File: src/rtl/interrupt_controller_core.sv
// interrupt_controller_core
// Four-source, fixed-priority interrupt controller with a req/ack handshake.
// Rising edges on irq[3:0] latch into a pending set. Source 3 has the highest
// priority. One interrupt is presented at a time, and an acknowledge edge
// retires it.
// Optional feature: define INTC_MASK_EN to add the irq_mask port
// (1 = source disabled). Masked sources still latch pending.
module interrupt_controller_core (
  input  logic       clk,
  input  logic       rst,
  input  logic [3:0] irq,
`ifdef INTC_MASK_EN
  input  logic [3:0] irq_mask,
`endif
  input  logic       int_ack,
  output logic       int_req,
  output logic [1:0] int_id
);

  typedef enum logic {
    IDLE   = 1'b0,
    ACTIVE = 1'b1
  } state_t;

  state_t     state_reg;
  state_t     state_next;

  logic [3:0] irq_d;
  logic [3:0] pending;
  logic [3:0] pending_next;
  logic [3:0] rise;
  logic [3:0] clr;
  logic [3:0] eligible;
  logic       int_ack_d;
  logic       ack_edge;
  logic       ack_clear;
  logic       any_eligible;
  logic       take_new;
  logic [1:0] cur_id;
  logic [1:0] sel_id;

  // Only sources that are not masked may start a new request.
`ifdef INTC_MASK_EN
  assign eligible = pending & ~irq_mask;
`else
  assign eligible = pending;
`endif

  assign any_eligible = |eligible;
  assign ack_edge     = int_ack & ~int_ack_d;
  assign ack_clear    = (state_reg == ACTIVE) & ack_edge;
  assign take_new     = (state_reg == IDLE) & any_eligible;

  // Per-source pending bit. A new rising edge beats a same-cycle ack clear.
  for (genvar gi = 0; gi < 4; gi++) begin : g_src
    assign rise[gi]         = irq[gi] & ~irq_d[gi];
    assign clr[gi]          = ack_clear & (cur_id == 2'(gi));
    assign pending_next[gi] = rise[gi] | (pending[gi] & ~clr[gi]);
  end

  // Fixed-priority select. A higher index overrides a lower one.
  always_comb begin
    sel_id = 2'd0;
    for (int i = 0; i < 4; i++) begin
      if (eligible[i]) begin
        sel_id = i[1:0];
      end
    end
  end

  // FSM state register.
  always_ff @(posedge clk) begin
    if (!rst) begin
      state_reg <= IDLE;
    end else begin
      state_reg <= state_next;
    end
  end

  // FSM next-state logic. Only an ack edge retires an interrupt, so a held
  // ack retires just one.
  always_comb begin
    state_next = state_reg;
    case (state_reg)
      IDLE:    if (any_eligible) state_next = ACTIVE;
      ACTIVE:  if (ack_edge)     state_next = IDLE;
      default: state_next = IDLE;
    endcase
  end

  // FSM output logic. The request comes straight from the state register.
  always_comb begin
    int_req = (state_reg == ACTIVE);
  end

  // Datapath registers: input history, pending set and the in-service id.
  // cur_id and int_id only load on IDLE->ACTIVE, so in ACTIVE they are locked
  // against later higher-priority edges, and in IDLE they hold their last value.
  always_ff @(posedge clk) begin
    if (!rst) begin
      irq_d     <= 4'd0;
      int_ack_d <= 1'b0;
      pending   <= 4'd0;
      cur_id    <= 2'd0;
      int_id    <= 2'd0;
    end else begin
      irq_d     <= irq;
      int_ack_d <= int_ack;
      pending   <= pending_next;
      if (take_new) begin
        cur_id <= sel_id;
        int_id <= sel_id;
      end
    end
  end

endmodule

File: config.mk
export PLATFORM = sky130hd
export DESIGN_NAME = interrupt_controller_core
export DESIGN_NICKNAME = d
export VERILOG_FILES = /design/src/rtl/interrupt_controller_core.sv
export SDC_FILE = /design/constraint.sdc
export NUM_CORES = 1
export LEC_CHECK = 0
export BUFFER_PORTS_ARGS = -buffer_cell sky130_fd_sc_hd__buf_4
export CORE_AREA = 2 2 39 41
export CTS_CLUSTER_DIAMETER = 120
export DETAILED_ROUTE_END_ITERATION = 8
export DIE_AREA = 0 0 41 43
export PLACE_DENSITY = 0.68
export SKIP_CTS_REPAIR_TIMING = 1
export SLEW_MARGIN = 10
export SYNTH_ARGS = -nofsm -noshare
export SYNTH_HDL_FRONTEND = slang
export SYNTH_SLANG_ARGS = --single-unit
export TNS_END_PERCENT = 5
File: constraint.sdc
create_clock -name clk -period 1.2 [get_ports clk]
set_clock_uncertainty 0.05 [all_clocks]
set_input_delay 0.06 -clock clk [delete_from_list [all_inputs] [get_ports clk]]
set_output_delay 0.06 -clock clk [all_outputs]
set_load 0.02 [all_outputs]
==> impl_results.md <==
- Startpoint types: input port
- Yosys Warn Count: 0
- Psw: 0.225 mW
- CTS tree: done
- Peak VDD IR: 0.708 mV
- RSZ-0062 raised after global routing: no
- Crit share post-route: 91.2%
- Mean post-synth cell area: 10.1 sq um
- Fin. Hold Viols: 0
- Fin crit period: 1.09 ns
- Clk_lat worst skew: 0.27 ns
- Layout cell share with drive strength beyond 1: 23.4%
- Yosys reg bits: 12
- Worst Path Class, Setup: in -> reg
- First-pass GRT wire length: 1350 um
- Placed Area: 559 sq um
- DPL Wire Length: 601 um
- TritonCTS sink count: 12
- FF-to-FF setup slack: 0.12 ns
- Hold/Removal Path Class: in -> reg
- Total core area: 0.00138 sq mm
- Mapped cell area: 475 sq um
- Final Util: 46.7%
- Placed cell count: 71
- Worst Path Arrival: 1.26 ns
- Post-Syn Nets: 54
- Vias in the first global route: 298
- Register area share after synthesis: 50.5%
- Most common cell after layout, fill and taps aside: dfxtp_1
- Die ar.: 0.00176 sq mm
- Status: complete, no violations
- Final setup vio count: 0
- IO Pins: 10
- Post-synth top area cell: dfxtp_1
- Setup TNS: 0 ns
- Post-Route WL: 880 um
- IO buf count: 9
- Syn Inst Count: 47
- Root Buffer Master: clkbuf_4
- CTS buffer count: 3
- Die W: 41 um
- Final Instance Count excl. Fillers: 80
- Gpl congestion: 0.693
- Worst-margin pin slew: 0.291 ns
- Die H: 43 um
- Critical Path End Type: flop
- Initial Util: 34.4%
- Pleak: 0.278 nW
- Nets: 72
- Most frequent cells in the layout: dfxtp_1, buf_4, o21ai_0
- Via count: 375
- Slew HR: 80.6%
- Post-route ant nets: 0
- Reg clk slew, reported paths: 0.07 ns
- Max Clock Freq: 914 MHz
- Synth area leaders: dfxtp_1, and2_1, o21ai_0, a21boi_0, o41ai_4
- # rows: 14
- Pwr dens: 1430 mW/mm^2
- Final instance area: 646 sq um
- Power Total: 0.922 mW
- Total Routing Usage GR: 12.0%
- Antenna violations before repair: 0
- Top-area cell type share of the netlist area: 50.5%
- Wire length per cell: 11.0 um
- Synth-to-layout area growth: 35.8%
- DR vias/cell: 4.69
- Netlist cell types: 16
- # DRC: 0
- Number of max-cap violations: 0
- Largest net degree at the start of global routing: 14
- DRT iter0 DRCs: 8
- Sequential Power Share: 50.4%
- Total grt overflow: 0
- 1st-pass router iterations: 4
- Final Slew Violations: 0
- Worst-path fanout max: 4
- H-tree Lvls: 1
- Sw Ratio: 24.4%
- Combinational group share of total power: 15.4%
- CP required: 1.37 ns
- Longest Clk Path Bufs: 2
- Number of antenna diodes: 0
- Clock power share: 34.2%
- Pint: 0.697 mW
[critical path, stage by stage]
cell	delay [ns]
dlygate4sd3_1	0.53
buf_4	0.14
and4bb_2	0.22
a21boi_0	0.18
o21a_1	0.12
[path summary, 6_finish.rpt]
kind                                               end                    from  cells after the start
worst min-delay path            eligible[2]$_SDFF_PN0_                     rst                      2
worst max register to register  cur_id[0]$_SDFFE_PN0P_  eligible[3]$_SDFF_PN0_                      2
worst max-delay path            eligible[2]$_SDFF_PN0_                 int_ack                      5
worst min register to register  cur_id[0]$_SDFFE_PN0P_  cur_id[0]$_SDFFE_PN0P_                      2
[per-layer routing]
metal	wire [um]	part of all wire [%]	track usage, %	vias up
li1	-	-	-	195
met5	0	0	0	-
met3	54	6.1	4.71	2
met2	402	46	16.9	14
met1	412	47	15.2	164
met4	11	1.3	6.00	0
[logic make-up (layout without fill, tap and decap cells)]
logic type	count (synthesis)	after routing	share of synthesized area [%]
AND/OR/NAND/NOR	16	16	21.3
flip-flops	12	12	50.5
multiplexers	1	1	2.11
buffers and inverters	3	20	2.37
AO/OA/AOI/OAI	15	15	23.7
[area by class of cell]
type | count | area (sq um)
Multi-Input combinational cell | 32 | 224
Fill cell | 129 | 738
Clock buffer | 4 | 36.3
Sequential cell | 12 | 240
Timing Repair Buffer | 14 | 118
Tap cell | 16 | 20.0
Inverter | 2 | 7.51
[stage by stage]
stage,hold WS (ns),setup slack (ns)
final,0.0415,0.106
after detailed placement,0.223,0.120
after global routing,0.0418,0.0528
after CTS,-0.0540,0.105
after global placement,0.221,0.132
after floorplan,0.132,0.0667
[synth_stat cells]
| master | number |
|---|---|
| dfxtp_1 | 12 |
| o21ai_0 | 6 |
| and2_1 | 5 |
| a21boi_0 | 4 |
| nor2b_1 | 4 |
| nor2_1 | 3 |
| a21oi_1 | 2 |
| inv_1 | 2 |
| o21a_1 | 2 |
| and2b_1 | 1 |
| and4b_1 | 1 |
| and4bb_2 | 1 |
| clkbuf_1 | 1 |
| mux2i_1 | 1 |
| nand2_1 | 1 |
| o41ai_4 | 1 |
[flip-flops by register name, summed over array words and instances, names as in the netlist]
register	cells
int_req	1
cur_id	2
eligible	4
irq_d	4
int_ack_d	1
[power groups by stage]
stage,clock [mW],sequential [mW],combinational (mW)
floorplan,0,0.481,0.0691
global placement,0,0.473,0.128
detailed placement,0,0.475,0.129
CTS,0.321,0.466,0.130
global route,0.346,0.470,0.155
finish,0.315,0.465,0.142
Note: power is estimated with default switching activity, not from simulation.
